$ cat src/rtl/word_load_assembler.sv
// word_load_assembler
//   Packs four bytes from a valid/ready byte source into one 32-bit word,
//   little-endian, and presents it to a load-enabled register as Din plus a
//   one-cycle ld strobe.
//
//   Handshake: a byte transfers on a rising edge where byte_valid and
//   byte_ready are both 1, and on no other edge. The source must hold
//   byte_in/byte_valid until the transfer happens. byte_ready is 1 in COLLECT
//   and 0 in LOAD.
//
//   Ports:
//     clk          rising-edge clock
//     reset        synchronous, active-high reset
//     byte_in      byte data from the upstream source
//     byte_valid   byte_in holds a valid byte
//     byte_ready   a byte is accepted this cycle if byte_valid is 1
//     ld           one-cycle load strobe (high exactly in the LOAD state)
//     Din          last complete word; changes only on entry to LOAD
//     busy         partial word held, or LOAD in progress
//     timeout_err  one-cycle pulse when a partial word is discarded
//     dbg_state    FSM state (0 = COLLECT, 1 = LOAD)
//     dbg_cnt      number of bytes of the current word already held
//
//   Build option: define ASM_TIMEOUT_EN to discard a partial word after
//   TIMEOUT_CYCLES idle cycles (legal range 2..255). Without it a partial word
//   is held indefinitely and timeout_err is tied to 0.
module word_load_assembler #(
  parameter int unsigned TIMEOUT_CYCLES = 16
) (
  input  logic        clk,
  input  logic        reset,
  input  logic [7:0]  byte_in,
  input  logic        byte_valid,
  output logic        byte_ready,
  output logic        ld,
  output logic [31:0] Din,
  output logic        busy,
  output logic        timeout_err,
  output logic        dbg_state,
  output logic [1:0]  dbg_cnt
);

  if (TIMEOUT_CYCLES < 2 || TIMEOUT_CYCLES > 255) begin : g_bad_timeout
    $error("word_load_assembler: TIMEOUT_CYCLES must be in 2..255");
  end

  typedef enum logic {
    COLLECT = 1'b0,
    LOAD    = 1'b1
  } state_t;

  state_t      state, state_nxt;
  logic [1:0]  cnt, cnt_nxt;
  logic [31:0] asm_buf, asm_buf_nxt;
  logic [31:0] din_nxt;
  logic        accept;
  logic        timeout_fire;

  assign accept = byte_valid && byte_ready;

`ifdef ASM_TIMEOUT_EN
  localparam logic [7:0] TIMEOUT_LAST = 8'(TIMEOUT_CYCLES - 1);

  logic [7:0] idle_cnt;
  logic       idle;

  // Idle means a partial word is waiting and nothing arrived this cycle.
  // The counter holds the number of idle cycles already elapsed, so the
  // edge closing idle cycle TIMEOUT_CYCLES is the one that discards.
  assign idle         = (state == COLLECT) && (cnt != 2'd0) && !accept;
  assign timeout_fire = idle && (idle_cnt == TIMEOUT_LAST);

  always_ff @(posedge clk) begin
    if (reset || !idle || timeout_fire) begin
      idle_cnt <= 8'd0;
    end else begin
      idle_cnt <= idle_cnt + 8'd1;
    end
  end

  always_ff @(posedge clk) begin
    if (reset) begin
      timeout_err <= 1'b0;
    end else begin
      timeout_err <= timeout_fire;
    end
  end
`else
  assign timeout_fire = 1'b0;
  assign timeout_err  = 1'b0;
`endif

  always_comb begin
    state_nxt   = state;
    cnt_nxt     = cnt;
    asm_buf_nxt = asm_buf;
    din_nxt     = Din;
    case (state)
      COLLECT: begin
        if (accept) begin
          asm_buf_nxt[{cnt, 3'b000} +: 8] = byte_in;
          if (cnt == 2'd3) begin
            // Final byte goes straight to Din alongside the three held bytes.
            din_nxt   = {byte_in, asm_buf[23:0]};
            cnt_nxt   = 2'd0;
            state_nxt = LOAD;
          end else begin
            cnt_nxt = cnt + 2'd1;
          end
        end else if (timeout_fire) begin
          cnt_nxt     = 2'd0;
          asm_buf_nxt = 32'h0;
        end
      end
      LOAD: begin
        state_nxt = COLLECT;
      end
      default: begin
        state_nxt = COLLECT;
      end
    endcase
  end

  always_ff @(posedge clk) begin
    if (reset) begin
      state   <= COLLECT;
      cnt     <= 2'd0;
      asm_buf <= 32'h0;
      Din     <= 32'h0;
    end else begin
      state   <= state_nxt;
      cnt     <= cnt_nxt;
      asm_buf <= asm_buf_nxt;
      Din     <= din_nxt;
    end
  end

  // ld is the LOAD state itself: high for the single cycle after the edge
  // that accepted the last byte, never on two cycles in a row.
  assign ld         = (state == LOAD);
  assign byte_ready = (state == COLLECT);
  assign busy       = (cnt != 2'd0) || (state == LOAD);
  assign dbg_state  = state;
  assign dbg_cnt    = cnt;

endmodule

$ cat config.mk
export PLATFORM = sky130hd
export DESIGN_NAME = word_load_assembler
export DESIGN_NICKNAME = d
export VERILOG_FILES = /design/src/rtl/word_load_assembler.sv
export SDC_FILE = /design/constraint.sdc
export NUM_CORES = 1
export LEC_CHECK = 0
export ABC_AREA = 1
export BUFFER_PORTS_ARGS = -buffer_cell sky130_fd_sc_hd__buf_2
export CAP_MARGIN = 20
export CORE_ASPECT_RATIO = 1.2
export CORE_MARGIN = 2
export CORE_UTILIZATION = 53
export DETAILED_ROUTE_END_ITERATION = 8
export GPL_TIMING_DRIVEN = 0
export HOLD_SLACK_MARGIN = 0.08
export PLACE_DENSITY = 0.78
export SETUP_SLACK_MARGIN = 0.2
export SLEW_MARGIN = 5
export SYNTH_ARGS = -nofsm -noshare
export SYNTH_HDL_FRONTEND = slang
export SYNTH_SLANG_ARGS = --single-unit
$ cat constraint.sdc
create_clock -name clk -period 1.8 [get_ports clk]
set_input_delay 0.27 -clock clk [delete_from_list [all_inputs] [get_ports clk]]
set_output_delay 0.27 -clock clk [all_outputs]
set_load 0.005 [all_outputs]
==> impl_metrics.yaml <==
status:
  status: "complete, no violations"
cts:
  cts_setup_buffers: 0
  cts_tree: "built"
  cts.sinks: 59
  cts_max_path_buffers: 2
  holdBufCountCts: 0
  cts.reportedPaths.clkPinSlew_ps: 60
  clockRootBuffer: "clkbuf_8"
  htreeDepth: 3
  cts_made_buffers: 9
  insertion_delay_ps: 340
setup_path:
  worstSetupPathType: "reg -> out"
  path_cells: "inv_1, ha_4, nand2_1, buf_2"
  cp-start-kind: "register"
  slowest_stage: "dfxtp_4"
  critical_path.max_stage_delay_ps: 380
  arrival_ps: 1280
  crit_buf_inv: 2
  critPathMaxFanout: 8
  worst_ep_required_time_ps: 1530
  crit_family: "flip-flops"
  critPathCaptureType: "primary output"
global_route:
  grt_start_max_net_pins: 11
  antenna_found_initial: 0
  globalRouteTotalUtil: 0.222
  grt_pass1_wl_um: 8590
  globalRoute.totalOverflow: 0
  gr-usage-met3: 0.0606
  grtUsageMet2: 0.371
  busiest_layer: "met2"
  met1_usage: 0.269
  first_global_vias: 1916
synth:
  syn_nets: 317
  synth-seq-cells: 59
  synth_area_sq_um: 2290
  yosysTopAreaCell: "dfxtp_1"
  synth.avg_cell_area_sq_um: 7.62
  ys_seq_area_frac: 0.515
  synthTopCellsByArea: "dfxtp_1, nand2_1, nand3_1, a21oi_1, inv_1"
  synth_warnings: 0
  yosysTopAreaCellShare: 0.515
  ys_types: 18
  netlist_instances: 301
floorplan:
  rows: 26
  die_x_um: 64.0
  core_area_sq_um: 4200
  chipHeight_um: 76.0
  start_util: 0.546
  ios: 50
  die_area_sq_um: 4870
timing:
  finalMaxSlewViolations: 0
  post-route-period-util: 0.862
  rsz0062_at_grt: "false"
  final.setup_skew_ps: 7.18
  min_period_ps: 1550
  setup_viol: 0
  finalSetupTns_ps: 0
  hold_violations: 0
  fmax_mhz: 644
placed_design:
  port_buffers: 47
  hpwlAfterDp_um: 3610
  gp_congestion: 0.805
  place_area_sq_um: 2600
final_layout:
  fin_nets: 375
  area_delta_synth_final_pct: 24.3
  antenna_cells: 0
  drive_gt1_frac: 0.231
  stdcell_area_sq_um: 2850
power:
  p_leak_nw: 1.43
  powerDensity_nw_per_um2: 1020
  worst_ir_drop_vdd_mv: 0.665
detailed_routing:
  totalWireLength_um: 5210
  wl_per_cell_um: 12.4
  drtIter0Drc: 81
  drc: 0
  vias: 2062
  via_per_inst: 4.91
  ant_nets: 0
  drt_pass1_iterations: 5
job:
  max-cap-violations: 0
min_path:
  hp-class: "in -> reg"
## area by class of cell
cell class	instances	area (sq um)
fillers	362	1350
flip-flops and latches	59	1180
multi-input cells	205	976
repair buffers	47	235
clock buffers	12	145
plain buffers	16	86.3
inverters	21	78.8
clock inverters	4	73.8
well taps	56	70.1
## worst paths after layout
kind	startpoint	end	slack (ps)	cells past startpoint
max	dbg_cnt[0]	busy	250	4
min	byte_in[4]	Din[28]	170	3
max reg2reg	dbg_cnt[0]	asm_buf[13]	300	6
min reg2reg	asm_buf[4]	Din[4]	450	2
## what timing repair did
item	in CTS	in global routing
resized for setup	3	6
endpoints found under the setup margin	16	21
pin swaps	0	1
## logic make-up after synthesis
group | Yosys count | synth area share
other | 1 | 0.00164
AOI/OAI and AO/OA | 27 | 0.0590
DFF | 59 | 0.515
and+or+nand+nor | 172 | 0.325
buffers and inverters | 37 | 0.0721
adders and majority gates | 5 | 0.0273
## layout by cell type, fill, tap and decap left out
| cell | Yosys | final |
|---|---|---|
| o21ai_0 | 2 | 2 |
| nand2_1 | 110 | 110 |
| nand2_2 | 1 | 1 |
| a21oi_1 | 25 | 25 |
| clkbuf_1 | 3 | 5 |
| dfxtp_1 | 59 | 58 |
| ha_2 | 0 | 1 |
| inv_2 | 2 | 2 |
| nand3_2 | 1 | 1 |
| conb_1 | 1 | 1 |
| clkinv_4 | 0 | 1 |
| ha_1 | 5 | 3 |
| nand4_1 | 8 | 8 |
| clkbuf_8 | 0 | 10 |
| buf_2 | 6 | 53 |
| inv_1 | 19 | 19 |
| clkinv_2 | 0 | 1 |
| buf_4 | 5 | 5 |
| dfxtp_4 | 0 | 1 |
| ha_4 | 0 | 1 |
| buf_1 | 2 | 2 |
| nor2_4 | 3 | 5 |
| nor2_1 | 11 | 9 |
| nand3_1 | 38 | 38 |
| bufinv_16 | 0 | 2 |
## where the power goes
group          internal, W  switching, W
logic            0.0000772      0.000155
clock network     0.000818      0.000518
registers          0.00133     0.0000193
## sequential cells by signal (all words and copies together), names as in the netlist
signal     count
Din           32
asm_buf       24
dbg_cnt        2
dbg_state      1
## stage by stage
stage	instances	setup slack [ps]	hold WS, ps	util	power (W)
after floorplan	301	306	373	-	0.00152
after global placement	404	120	429	0.619	0.00158
after detailed placement	404	79.9	433	0.619	0.00159
after CTS	420	215	177	0.673	0.00290
after global routing	420	170	207	0.679	0.00301
final	420	248	172	0.679	0.00292
## cell usage after synthesis (all sizes together)
| cell | instances |
|---|---|
| nand2 | 111 |
| dfxtp | 59 |
| nand3 | 39 |
| a21oi | 25 |
| inv | 21 |
| nor2 | 14 |
| buf | 13 |
| nand4 | 8 |
| ha | 5 |
| clkbuf | 3 |
| o21ai | 2 |
| conb | 1 |
## per-layer routing
layer,up-vias,wire [um]
li1,1079,-
met1,920,2340
met2,52,2500
met3,11,267
met4,0,111
met5,-,0
## worst register-to-register path, delay by kind of cell, from the launching register on
family | cells | cell delay (ps)
AOI/OAI and AO/OA | 1 | 120
adders and majority gates | 1 | 330
buffers and inverters | 1 | 150
and+or+nand+nor | 3 | 430
DFF | 1 | 410
No activity file was read; power rests on OpenSTA's default activity.
